==> src/rtl/axil_master_arbiter_if.sv <==
// AXI-Lite channel bundle shared by the arbiter's requester ports and its
// downstream master bus. The slave modport is the requester side as seen
// from the arbiter, and the master modport is the downstream bus.
interface axil_if #(
  parameter int ADDR_WIDTH = 32,
  parameter int DATA_WIDTH = 32
);
  logic [ADDR_WIDTH-1:0]   awaddr;
  logic                    awvalid;
  logic                    awready;
  logic [DATA_WIDTH-1:0]   wdata;
  logic [DATA_WIDTH/8-1:0] wstrb;
  logic                    wvalid;
  logic                    wready;
  logic [1:0]              bresp;
  logic                    bvalid;
  logic                    bready;
  logic [ADDR_WIDTH-1:0]   araddr;
  logic                    arvalid;
  logic                    arready;
  logic [DATA_WIDTH-1:0]   rdata;
  logic [1:0]              rresp;
  logic                    rvalid;
  logic                    rready;

  modport m_axil (
    output awaddr, awvalid, wdata, wstrb, wvalid, bready, araddr, arvalid, rready,
    input  awready, wready, bresp, bvalid, arready, rdata, rresp, rvalid
  );

  modport s_axil (
    input  awaddr, awvalid, wdata, wstrb, wvalid, bready, araddr, arvalid, rready,
    output awready, wready, bresp, bvalid, arready, rdata, rresp, rvalid
  );
endinterface

==> src/rtl/axil_master_arbiter.sv <==
// Two-port AXI-Lite master arbiter. One whole transaction is granted at a
// time, with round-robin between ports and writes ahead of reads within a
// port. A response watchdog answers a stalled requester with SLVERR and then
// drains the late downstream response so the shared bus stays in step.
module axil_master_arbiter #(
  parameter int ADDR_WIDTH     = 32,
  parameter int DATA_WIDTH     = 32,
  parameter int TIMEOUT_CYCLES = 1024
) (
  input  logic   aclk,
  input  logic   areset,
  axil_if.s_axil s0_axil,
  axil_if.s_axil s1_axil,
  axil_if.m_axil m_axil,
  output logic   busy,
  output logic   grant,
  output logic   timeout
);

  localparam int STRB_W = DATA_WIDTH / 8;
  localparam int CNT_W  = $clog2(TIMEOUT_CYCLES + 1);
  localparam logic [CNT_W-1:0] CNT_LAST = CNT_W'(TIMEOUT_CYCLES - 1);
  localparam logic [1:0] RESP_SLVERR = 2'b10;

  typedef enum logic [2:0] {
    IDLE, WR_ADDR, WR_RESP, RD_ADDR, RD_DATA, DRAIN_B, DRAIN_R
  } state_t;

  state_t           state_reg;
  logic             grant_reg;
  logic             last_grant_reg;
  logic             aw_done_reg;
  logic             w_done_reg;
  logic             to_flag_reg;
  logic             timeout_reg;
  logic [CNT_W-1:0] cnt_reg;

  // Requester inputs gathered into port-indexed arrays
  logic [1:0]            s_awvalid, s_wvalid, s_bready, s_arvalid, s_rready;
  logic [ADDR_WIDTH-1:0] s_awaddr [2];
  logic [ADDR_WIDTH-1:0] s_araddr [2];
  logic [DATA_WIDTH-1:0] s_wdata  [2];
  logic [STRB_W-1:0]     s_wstrb  [2];

  assign s_awvalid   = {s1_axil.awvalid, s0_axil.awvalid};
  assign s_wvalid    = {s1_axil.wvalid,  s0_axil.wvalid};
  assign s_bready    = {s1_axil.bready,  s0_axil.bready};
  assign s_arvalid   = {s1_axil.arvalid, s0_axil.arvalid};
  assign s_rready    = {s1_axil.rready,  s0_axil.rready};
  assign s_awaddr[0] = s0_axil.awaddr;
  assign s_awaddr[1] = s1_axil.awaddr;
  assign s_araddr[0] = s0_axil.araddr;
  assign s_araddr[1] = s1_axil.araddr;
  assign s_wdata[0]  = s0_axil.wdata;
  assign s_wdata[1]  = s1_axil.wdata;
  assign s_wstrb[0]  = s0_axil.wstrb;
  assign s_wstrb[1]  = s1_axil.wstrb;

  // Outputs computed locally, then driven onto the interfaces
  logic [1:0]            s_awready, s_wready, s_bvalid, s_arready, s_rvalid;
  logic [1:0]            s_bresp [2];
  logic [1:0]            s_rresp [2];
  logic [DATA_WIDTH-1:0] s_rdata [2];
  logic [ADDR_WIDTH-1:0] m_awaddr, m_araddr;
  logic [DATA_WIDTH-1:0] m_wdata;
  logic [STRB_W-1:0]     m_wstrb;
  logic                  m_awvalid, m_wvalid, m_bready, m_arvalid, m_rready;

  assign s0_axil.awready = s_awready[0];
  assign s0_axil.wready  = s_wready[0];
  assign s0_axil.bvalid  = s_bvalid[0];
  assign s0_axil.bresp   = s_bresp[0];
  assign s0_axil.arready = s_arready[0];
  assign s0_axil.rvalid  = s_rvalid[0];
  assign s0_axil.rdata   = s_rdata[0];
  assign s0_axil.rresp   = s_rresp[0];
  assign s1_axil.awready = s_awready[1];
  assign s1_axil.wready  = s_wready[1];
  assign s1_axil.bvalid  = s_bvalid[1];
  assign s1_axil.bresp   = s_bresp[1];
  assign s1_axil.arready = s_arready[1];
  assign s1_axil.rvalid  = s_rvalid[1];
  assign s1_axil.rdata   = s_rdata[1];
  assign s1_axil.rresp   = s_rresp[1];
  assign m_axil.awaddr   = m_awaddr;
  assign m_axil.awvalid  = m_awvalid;
  assign m_axil.wdata    = m_wdata;
  assign m_axil.wstrb    = m_wstrb;
  assign m_axil.wvalid   = m_wvalid;
  assign m_axil.bready   = m_bready;
  assign m_axil.araddr   = m_araddr;
  assign m_axil.arvalid  = m_arvalid;
  assign m_axil.rready   = m_rready;

  assign busy    = (state_reg != IDLE);
  assign grant   = grant_reg;
  assign timeout = timeout_reg;

  // Arbitration: on a tie the port that was not served last wins
  logic [1:0] req;
  logic       sel;
  assign req = s_awvalid | s_arvalid;
  assign sel = (&req) ? ~last_grant_reg : req[1];

  // Handshakes seen on each side of the arbiter
  logic aw_hs, w_hs, ar_hs, b_hs, r_hs, req_resp_hs, resp_valid, resp_hs;
  assign aw_hs       = m_awvalid & m_axil.awready;
  assign w_hs        = m_wvalid & m_axil.wready;
  assign ar_hs       = m_arvalid & m_axil.arready;
  assign b_hs        = m_axil.bvalid & m_bready;
  assign r_hs        = m_axil.rvalid & m_rready;
  assign req_resp_hs = (s_bvalid[grant_reg] & s_bready[grant_reg]) |
                       (s_rvalid[grant_reg] & s_rready[grant_reg]);
  assign resp_valid  = (state_reg == WR_RESP) ? m_axil.bvalid : m_axil.rvalid;
  assign resp_hs     = (state_reg == WR_RESP) ? b_hs : r_hs;

  // Channel routing: only the granted port's active phase is passed through
  always_comb begin
    m_awaddr   = '0;
    m_awvalid  = 1'b0;
    m_wdata    = '0;
    m_wstrb    = '0;
    m_wvalid   = 1'b0;
    m_bready   = 1'b0;
    m_araddr   = '0;
    m_arvalid  = 1'b0;
    m_rready   = 1'b0;
    s_awready  = '0;
    s_wready   = '0;
    s_bvalid   = '0;
    s_arready  = '0;
    s_rvalid   = '0;
    s_bresp[0] = '0;
    s_bresp[1] = '0;
    s_rresp[0] = '0;
    s_rresp[1] = '0;
    s_rdata[0] = '0;
    s_rdata[1] = '0;
    case (state_reg)
      WR_ADDR: begin
        m_awaddr             = s_awaddr[grant_reg];
        m_awvalid            = s_awvalid[grant_reg] & ~aw_done_reg;
        s_awready[grant_reg] = m_axil.awready & ~aw_done_reg;
        m_wdata              = s_wdata[grant_reg];
        m_wstrb              = s_wstrb[grant_reg];
        m_wvalid             = s_wvalid[grant_reg] & ~w_done_reg;
        s_wready[grant_reg]  = m_axil.wready & ~w_done_reg;
      end
      WR_RESP: begin
        if (to_flag_reg) begin
          s_bvalid[grant_reg] = 1'b1;
          s_bresp[grant_reg]  = RESP_SLVERR;
        end else begin
          s_bvalid[grant_reg] = m_axil.bvalid;
          s_bresp[grant_reg]  = m_axil.bresp;
          m_bready            = s_bready[grant_reg];
        end
      end
      RD_ADDR: begin
        m_araddr             = s_araddr[grant_reg];
        m_arvalid            = s_arvalid[grant_reg];
        s_arready[grant_reg] = m_axil.arready;
      end
      RD_DATA: begin
        if (to_flag_reg) begin
          s_rvalid[grant_reg] = 1'b1;
          s_rresp[grant_reg]  = RESP_SLVERR;
        end else begin
          s_rvalid[grant_reg] = m_axil.rvalid;
          s_rdata[grant_reg]  = m_axil.rdata;
          s_rresp[grant_reg]  = m_axil.rresp;
          m_rready            = s_rready[grant_reg];
        end
      end
      DRAIN_B: m_bready = 1'b1;
      DRAIN_R: m_rready = 1'b1;
      default: ;
    endcase
  end

  // Transaction FSM with response watchdog
  always_ff @(posedge aclk) begin
    if (areset) begin
      state_reg      <= IDLE;
      grant_reg      <= 1'b0;
      last_grant_reg <= 1'b1;
      aw_done_reg    <= 1'b0;
      w_done_reg     <= 1'b0;
      to_flag_reg    <= 1'b0;
      timeout_reg    <= 1'b0;
      cnt_reg        <= '0;
    end else begin
      timeout_reg <= 1'b0;
      case (state_reg)
        IDLE: begin
          if (|req) begin
            grant_reg <= sel;
            state_reg <= s_awvalid[sel] ? WR_ADDR : RD_ADDR;
          end
        end
        WR_ADDR: begin
          if ((aw_done_reg | aw_hs) && (w_done_reg | w_hs)) begin
            state_reg   <= WR_RESP;
            aw_done_reg <= 1'b0;
            w_done_reg  <= 1'b0;
            cnt_reg     <= '0;
            to_flag_reg <= 1'b0;
          end else begin
            if (aw_hs) aw_done_reg <= 1'b1;
            if (w_hs)  w_done_reg  <= 1'b1;
          end
        end
        RD_ADDR: begin
          if (ar_hs) begin
            state_reg   <= RD_DATA;
            cnt_reg     <= '0;
            to_flag_reg <= 1'b0;
          end
        end
        WR_RESP, RD_DATA: begin
          if (to_flag_reg) begin
            // Local error response is out; wait for the requester to take it
            if (req_resp_hs) begin
              state_reg   <= (state_reg == WR_RESP) ? DRAIN_B : DRAIN_R;
              to_flag_reg <= 1'b0;
            end
          end else if (resp_hs) begin
            state_reg      <= IDLE;
            last_grant_reg <= grant_reg;
          end else if (!resp_valid) begin
            if (cnt_reg == CNT_LAST) begin
              to_flag_reg    <= 1'b1;
              timeout_reg    <= 1'b1;
              last_grant_reg <= grant_reg;
            end
            cnt_reg <= cnt_reg + CNT_W'(1);
          end
        end
        DRAIN_B: if (b_hs) state_reg <= IDLE;
        DRAIN_R: if (r_hs) state_reg <= IDLE;
        default: state_reg <= IDLE;
      endcase
    end
  end

endmodule

==> src/flat_wrapper.sv <==
// flat-port wrapper written by rule: the top's interface ports become plain ports
module axil_master_arbiter_flat 
#(
  parameter int ADDR_WIDTH     = 32,
  parameter int DATA_WIDTH     = 32,
  parameter int TIMEOUT_CYCLES = 1024
)
  (aclk, areset, busy, grant, timeout, s0_axil_awaddr, s0_axil_awvalid, s0_axil_wdata, s0_axil_wstrb, s0_axil_wvalid, s0_axil_bready, s0_axil_araddr, s0_axil_arvalid, s0_axil_rready, s0_axil_awready, s0_axil_wready, s0_axil_bresp, s0_axil_bvalid, s0_axil_arready, s0_axil_rdata, s0_axil_rresp, s0_axil_rvalid, s1_axil_awaddr, s1_axil_awvalid, s1_axil_wdata, s1_axil_wstrb, s1_axil_wvalid, s1_axil_bready, s1_axil_araddr, s1_axil_arvalid, s1_axil_rready, s1_axil_awready, s1_axil_wready, s1_axil_bresp, s1_axil_bvalid, s1_axil_arready, s1_axil_rdata, s1_axil_rresp, s1_axil_rvalid, m_axil_awaddr, m_axil_awvalid, m_axil_wdata, m_axil_wstrb, m_axil_wvalid, m_axil_bready, m_axil_araddr, m_axil_arvalid, m_axil_rready, m_axil_awready, m_axil_wready, m_axil_bresp, m_axil_bvalid, m_axil_arready, m_axil_rdata, m_axil_rresp, m_axil_rvalid);
  axil_if #(.ADDR_WIDTH(ADDR_WIDTH), .DATA_WIDTH(DATA_WIDTH)) s0_axil_i ();
  axil_if #(.ADDR_WIDTH(ADDR_WIDTH), .DATA_WIDTH(DATA_WIDTH)) s1_axil_i ();
  axil_if #(.ADDR_WIDTH(ADDR_WIDTH), .DATA_WIDTH(DATA_WIDTH)) m_axil_i ();
  input  logic aclk;
  input  logic areset;
  output logic busy;
  output logic grant;
  output logic timeout;
  input wire logic [$bits(s0_axil_i.awaddr)-1:0] s0_axil_awaddr;
  input wire logic [$bits(s0_axil_i.awvalid)-1:0] s0_axil_awvalid;
  input wire logic [$bits(s0_axil_i.wdata)-1:0] s0_axil_wdata;
  input wire logic [$bits(s0_axil_i.wstrb)-1:0] s0_axil_wstrb;
  input wire logic [$bits(s0_axil_i.wvalid)-1:0] s0_axil_wvalid;
  input wire logic [$bits(s0_axil_i.bready)-1:0] s0_axil_bready;
  input wire logic [$bits(s0_axil_i.araddr)-1:0] s0_axil_araddr;
  input wire logic [$bits(s0_axil_i.arvalid)-1:0] s0_axil_arvalid;
  input wire logic [$bits(s0_axil_i.rready)-1:0] s0_axil_rready;
  output wire logic [$bits(s0_axil_i.awready)-1:0] s0_axil_awready;
  output wire logic [$bits(s0_axil_i.wready)-1:0] s0_axil_wready;
  output wire logic [$bits(s0_axil_i.bresp)-1:0] s0_axil_bresp;
  output wire logic [$bits(s0_axil_i.bvalid)-1:0] s0_axil_bvalid;
  output wire logic [$bits(s0_axil_i.arready)-1:0] s0_axil_arready;
  output wire logic [$bits(s0_axil_i.rdata)-1:0] s0_axil_rdata;
  output wire logic [$bits(s0_axil_i.rresp)-1:0] s0_axil_rresp;
  output wire logic [$bits(s0_axil_i.rvalid)-1:0] s0_axil_rvalid;
  input wire logic [$bits(s1_axil_i.awaddr)-1:0] s1_axil_awaddr;
  input wire logic [$bits(s1_axil_i.awvalid)-1:0] s1_axil_awvalid;
  input wire logic [$bits(s1_axil_i.wdata)-1:0] s1_axil_wdata;
  input wire logic [$bits(s1_axil_i.wstrb)-1:0] s1_axil_wstrb;
  input wire logic [$bits(s1_axil_i.wvalid)-1:0] s1_axil_wvalid;
  input wire logic [$bits(s1_axil_i.bready)-1:0] s1_axil_bready;
  input wire logic [$bits(s1_axil_i.araddr)-1:0] s1_axil_araddr;
  input wire logic [$bits(s1_axil_i.arvalid)-1:0] s1_axil_arvalid;
  input wire logic [$bits(s1_axil_i.rready)-1:0] s1_axil_rready;
  output wire logic [$bits(s1_axil_i.awready)-1:0] s1_axil_awready;
  output wire logic [$bits(s1_axil_i.wready)-1:0] s1_axil_wready;
  output wire logic [$bits(s1_axil_i.bresp)-1:0] s1_axil_bresp;
  output wire logic [$bits(s1_axil_i.bvalid)-1:0] s1_axil_bvalid;
  output wire logic [$bits(s1_axil_i.arready)-1:0] s1_axil_arready;
  output wire logic [$bits(s1_axil_i.rdata)-1:0] s1_axil_rdata;
  output wire logic [$bits(s1_axil_i.rresp)-1:0] s1_axil_rresp;
  output wire logic [$bits(s1_axil_i.rvalid)-1:0] s1_axil_rvalid;
  output wire logic [$bits(m_axil_i.awaddr)-1:0] m_axil_awaddr;
  output wire logic [$bits(m_axil_i.awvalid)-1:0] m_axil_awvalid;
  output wire logic [$bits(m_axil_i.wdata)-1:0] m_axil_wdata;
  output wire logic [$bits(m_axil_i.wstrb)-1:0] m_axil_wstrb;
  output wire logic [$bits(m_axil_i.wvalid)-1:0] m_axil_wvalid;
  output wire logic [$bits(m_axil_i.bready)-1:0] m_axil_bready;
  output wire logic [$bits(m_axil_i.araddr)-1:0] m_axil_araddr;
  output wire logic [$bits(m_axil_i.arvalid)-1:0] m_axil_arvalid;
  output wire logic [$bits(m_axil_i.rready)-1:0] m_axil_rready;
  input wire logic [$bits(m_axil_i.awready)-1:0] m_axil_awready;
  input wire logic [$bits(m_axil_i.wready)-1:0] m_axil_wready;
  input wire logic [$bits(m_axil_i.bresp)-1:0] m_axil_bresp;
  input wire logic [$bits(m_axil_i.bvalid)-1:0] m_axil_bvalid;
  input wire logic [$bits(m_axil_i.arready)-1:0] m_axil_arready;
  input wire logic [$bits(m_axil_i.rdata)-1:0] m_axil_rdata;
  input wire logic [$bits(m_axil_i.rresp)-1:0] m_axil_rresp;
  input wire logic [$bits(m_axil_i.rvalid)-1:0] m_axil_rvalid;
  assign s0_axil_i.awaddr = s0_axil_awaddr;
  assign s0_axil_i.awvalid = s0_axil_awvalid;
  assign s0_axil_i.wdata = s0_axil_wdata;
  assign s0_axil_i.wstrb = s0_axil_wstrb;
  assign s0_axil_i.wvalid = s0_axil_wvalid;
  assign s0_axil_i.bready = s0_axil_bready;
  assign s0_axil_i.araddr = s0_axil_araddr;
  assign s0_axil_i.arvalid = s0_axil_arvalid;
  assign s0_axil_i.rready = s0_axil_rready;
  assign s0_axil_awready = s0_axil_i.awready;
  assign s0_axil_wready = s0_axil_i.wready;
  assign s0_axil_bresp = s0_axil_i.bresp;
  assign s0_axil_bvalid = s0_axil_i.bvalid;
  assign s0_axil_arready = s0_axil_i.arready;
  assign s0_axil_rdata = s0_axil_i.rdata;
  assign s0_axil_rresp = s0_axil_i.rresp;
  assign s0_axil_rvalid = s0_axil_i.rvalid;
  assign s1_axil_i.awaddr = s1_axil_awaddr;
  assign s1_axil_i.awvalid = s1_axil_awvalid;
  assign s1_axil_i.wdata = s1_axil_wdata;
  assign s1_axil_i.wstrb = s1_axil_wstrb;
  assign s1_axil_i.wvalid = s1_axil_wvalid;
  assign s1_axil_i.bready = s1_axil_bready;
  assign s1_axil_i.araddr = s1_axil_araddr;
  assign s1_axil_i.arvalid = s1_axil_arvalid;
  assign s1_axil_i.rready = s1_axil_rready;
  assign s1_axil_awready = s1_axil_i.awready;
  assign s1_axil_wready = s1_axil_i.wready;
  assign s1_axil_bresp = s1_axil_i.bresp;
  assign s1_axil_bvalid = s1_axil_i.bvalid;
  assign s1_axil_arready = s1_axil_i.arready;
  assign s1_axil_rdata = s1_axil_i.rdata;
  assign s1_axil_rresp = s1_axil_i.rresp;
  assign s1_axil_rvalid = s1_axil_i.rvalid;
  assign m_axil_awaddr = m_axil_i.awaddr;
  assign m_axil_awvalid = m_axil_i.awvalid;
  assign m_axil_wdata = m_axil_i.wdata;
  assign m_axil_wstrb = m_axil_i.wstrb;
  assign m_axil_wvalid = m_axil_i.wvalid;
  assign m_axil_bready = m_axil_i.bready;
  assign m_axil_araddr = m_axil_i.araddr;
  assign m_axil_arvalid = m_axil_i.arvalid;
  assign m_axil_rready = m_axil_i.rready;
  assign m_axil_i.awready = m_axil_awready;
  assign m_axil_i.wready = m_axil_wready;
  assign m_axil_i.bresp = m_axil_bresp;
  assign m_axil_i.bvalid = m_axil_bvalid;
  assign m_axil_i.arready = m_axil_arready;
  assign m_axil_i.rdata = m_axil_rdata;
  assign m_axil_i.rresp = m_axil_rresp;
  assign m_axil_i.rvalid = m_axil_rvalid;
  axil_master_arbiter #(.ADDR_WIDTH(ADDR_WIDTH), .DATA_WIDTH(DATA_WIDTH), .TIMEOUT_CYCLES(TIMEOUT_CYCLES)) u_core (.aclk(aclk), .areset(areset), .s0_axil(s0_axil_i), .s1_axil(s1_axil_i), .m_axil(m_axil_i), .busy(busy), .grant(grant), .timeout(timeout));
endmodule
==> config.mk <==
export PLATFORM = sky130hd
export DESIGN_NAME = axil_master_arbiter_flat
export DESIGN_NICKNAME = d
export VERILOG_FILES = /design/src/rtl/axil_master_arbiter_if.sv /design/src/rtl/axil_master_arbiter.sv /design/src/flat_wrapper.sv
export SDC_FILE = /design/constraint.sdc
export NUM_CORES = 1
export LEC_CHECK = 0
export BUFFER_PORTS_ARGS = -buffer_cell sky130_fd_sc_hd__buf_2
export CELL_PAD_IN_SITES_DETAIL_PLACEMENT = 1
export CELL_PAD_IN_SITES_GLOBAL_PLACEMENT = 1
export CORE_AREA = 8 8 168 170
export DETAILED_ROUTE_END_ITERATION = 12
export DIE_AREA = 0 0 176 178
export PLACE_DENSITY_LB_ADDON = 0.1
export SLEW_MARGIN = 40
export SYNTH_ARGS = -nofsm -noshare
export SYNTH_HDL_FRONTEND = slang
export SYNTH_SLANG_ARGS = --single-unit
==> constraint.sdc <==
create_clock -name aclk -period 2 [get_ports aclk]
set_input_delay 0.2 -clock aclk [delete_from_list [all_inputs] [get_ports aclk]]
set_output_delay 0.2 -clock aclk [all_outputs]
set_load 0.02 [all_outputs]
==> results.md <==
- Outcome: finished, final reports clean
- DRT Pass-1 Iters: 4
- Most area-consuming cells after synthesis: mux2i_1 29%, nor2_1 13%, and2_1 12%, dfxtp_1 11%, clkbuf_1 3.1%
- Number of buffers and inverters on the critical path: 4
- Critical path cell sequence: buf_6 -> nand2b_4 -> nor4_4 -> buf_6 -> clkbuf_16 -> and2_1 -> buf_6
- CP required: between 1.5 and 2 ns
- CTS tree: yes
- Final instance area: between 7000 and 8000 um^2
- Final Setup Violations: 0
- Synthesized cell area: 3500 um^2
- Root Buffer: clkbuf_16
- Num CTS Buffers: 3
- H-Tree Depth: 1
- EDFF count, synth: 0
- Syn avg cell area: 6.92 um^2
- DIE HEIGHT: 178 um
- Post-DP Area: 6290 um^2
- Mapped Cells: 506
- Crit-path most repeated cell: buf_6
- Detail Placement HPWL: around 22000 um
- Rel. slew slack: 58.3%
- Max_cap viols: 0
- Initial Util: 13.7%
- Syn_nets: 760
- Worst Tran Pin Value: ~0.63 ns
- Crit Path Max Fanout: 8
- Crit path capture type: output port
- Routability cong.: 0.808
- Post-synth ARST share: 0%
- Cell Count, Final, Fillers Out: 1295
- GRT overflow: 0
- Commonest cells in the synthesized netlist: 125 x nor2_1, 101 x mux2i_1, 68 x and2_1
- Slowest stage delay, CP: 0.36 ns
- Antenna viol nets, final: 0
- Total Power: 5.02 mW
- WL per Instance: 20.5 um
- Pwr/cell area: 716 nW/um^2
- CP Data Arrival Time: 1.79 ns
- Synth Warn #: 0
- Placed instance count: about 1300
- Total GRT Usage: between 10% and 20%
- CP delay by family, top: simple AND/OR/NAND/NOR gates
- Chip width: around 180 um
- Worst Clk Skew: between 0.002 and 0.003 ns
- Lkg Pwr: between 3 and 4 nW
- Hold Crit Class: input port to flop
- First-pass GRT wire length: 36100 um
- Most frequent cell after synthesis: nor2_1
- Sequential fraction of the synthesis area: 11.4%
- Synth Area in Adders: 0.357%
- FP Rows: 59
- Post-Synth XOR/XNOR Area: 0.250%
- FF-to-FF setup slack: 0.05 ns
- Clock Latency Late Sink: about 0.26 ns
- IO Pins: 443
- Final net count: 1209
- Port Buffers: 442
- Clock Tree Buf Depth: 2
- Antenna violations before repair: 12
- # fillers: 3212
- Slew Limit Fails: 0
- Core ar.: 25600 um^2
- Largest register FFs: 11
- Flop and latch count out of synthesis: 20
- Via density: slightly above 4
- Mux contribution to synthesized area: a little under a third
- Share of cells above drive strength 1: 55.7%
- Top_reg_cell synth: dfxtp_1
- CP max stage cell: dfxtp_4
- Detailed Route WL: 26600 um
- RSZ-0062 raised after global routing: yes
- Largest family of logic cells by synthesized area: simple AND/OR/NAND/NOR gates
- Critical Path Start Type: flop
- Kind of critical path: flop to output port
- Area delta synth->final: 100%
- Die ar.: 31300 um^2
- Maximum operating frequency: around 500 MHz
- # DRC: 0
- Synth Area in Compound Gates: 13.0%
- Period utilisation layout: 99.6%
- Drt first-iter violations: 173
- Sink Count: 20
- Pin count of the biggest net entering global routing: 89
- Netlist cell types: 54
- Fin crit period: 1.99 ns
- Final hold violation count: 0
- Biggest area consumer among synthesized cells: mux2i_1
- Vias in the first global route: 5562
- Simple-gate area share of the yosys netlist: 38.3%
- Post-synth top area share: 28.9%
- Worst vdd ir: between 0.3 and 0.4 mV
- Worst-path clk slew: around 0.060 ns
- Vias: roughly 5300
==> worst reg2reg max path: stages, from the launching register on <==
cell and delay [ns]:
dfxtp_4 0.44, mux2_4 0.35, a31oi_4 0.24, nor3_1 0.12
or3_1 0.39, a221oi_2 0.31
==> report_power, final <==
part | total [mW] | internal, mW | switching, mW
Combinational | 4.00 | 1.55 | 2.45
Sequential | 0.498 | 0.442 | 0.0555
Clock | 0.521 | 0.347 | 0.173
Total | 5.02 | 2.34 | 2.68
==> cell type report <==
type	count	area (um^2)	area share (%)
antenna	6	15.0	0.214
clock buffer	4	100	1.43
inverter	8	30.0	0.428
multi-input combinational	437	3040	43.3
sequential	20	410	5.85
tap	335	419	5.97
timing repair buffer	485	3000	42.8
==> cell families (layout without fill, tap and decap cells) <==
kind of cell             after synthesis  count (layout)
XOR/XNOR                               1               1
flip-flops                            20              20
adder cells (fa/ha/maj)                1               1
buffers and inverters                 49             497
AO/OA/AOI/OAI                         61              61
multiplexers                         106             106
AND/OR/NAND/NOR                      268             268
other                                  0               6
==> metal layers <==
layer	vias up	routed length (um)	track usage [%]
met1	2424	10100	16.6
met2	194	14100	27.9
met5	-	99	0
met3	22	2050	5.38
met4	14	214	1.66
li1	2680	-	-
==> repair_timing <==
action                                 4_1_cts  5_1_grt
endpoints found under the hold margin        0        0
hold buffers                                 0        0
gates resized for setup                     18      140
setup endpoints to repair                  131      113
gates cloned                                 0        2
pin swaps                                    0        8
buffers inserted                             0        9
==> worst paths after layout <==
kind                                                        from                         endpoint  cells past startpoint
worst max register to register         u_core.grant$_SDFFE_PP0P_  u_core.to_flag_reg$_SDFFE_PP0P_                      5
worst min register to register    u_core.cnt_reg[1]$_SDFFE_PP0P_   u_core.cnt_reg[1]$_SDFFE_PP0P_                      2
worst max-delay path            u_core.state_reg[1]$_SDFFE_PP0P_                 s0_axil_rdata[3]                      7
worst min-delay path                             s1_axil_arvalid        u_core.grant$_SDFFE_PP0P_                      3
==> layout by cell type (no fill, tap or decap), types with 4 or more instances in the layout <==
master	instances
and2_4	8
buf_4	69
nor4_1	5
inv_1	7
a311oi_1	5
nand2_1	17
clkbuf_16	6
nand3_1	9
diode_2	6
or3_1	5
buf_2	366
dfxtp_1	16
a21oi_1	17
and2_1	60
nor4b_2	4
buf_12	5
buf_6	41
nor3b_1	5
mux2i_1	100
nor2_1	124
nor3_1	8
o21ai_0	9
==> through the flow <==
step / util [%] / worst slack, ns / TNS, ns / hold slack [ns]
after detailed placement: 24.5 / -0.0510 / -0.208 / 0.478
after global placement: 24.5 / -0.0301 / -0.0333 / 0.481
after global routing: 27.4 / -0.0572 / -1.72 / 0.348
after CTS: 25.3 / -0.0284 / -0.0427 / 0.331
after floorplan: - / 0.0151 / 0 / 0.401
final: 27.4 / 0.00877 / 0 / 0.324
No activity file was read; power rests on OpenSTA's default activity.
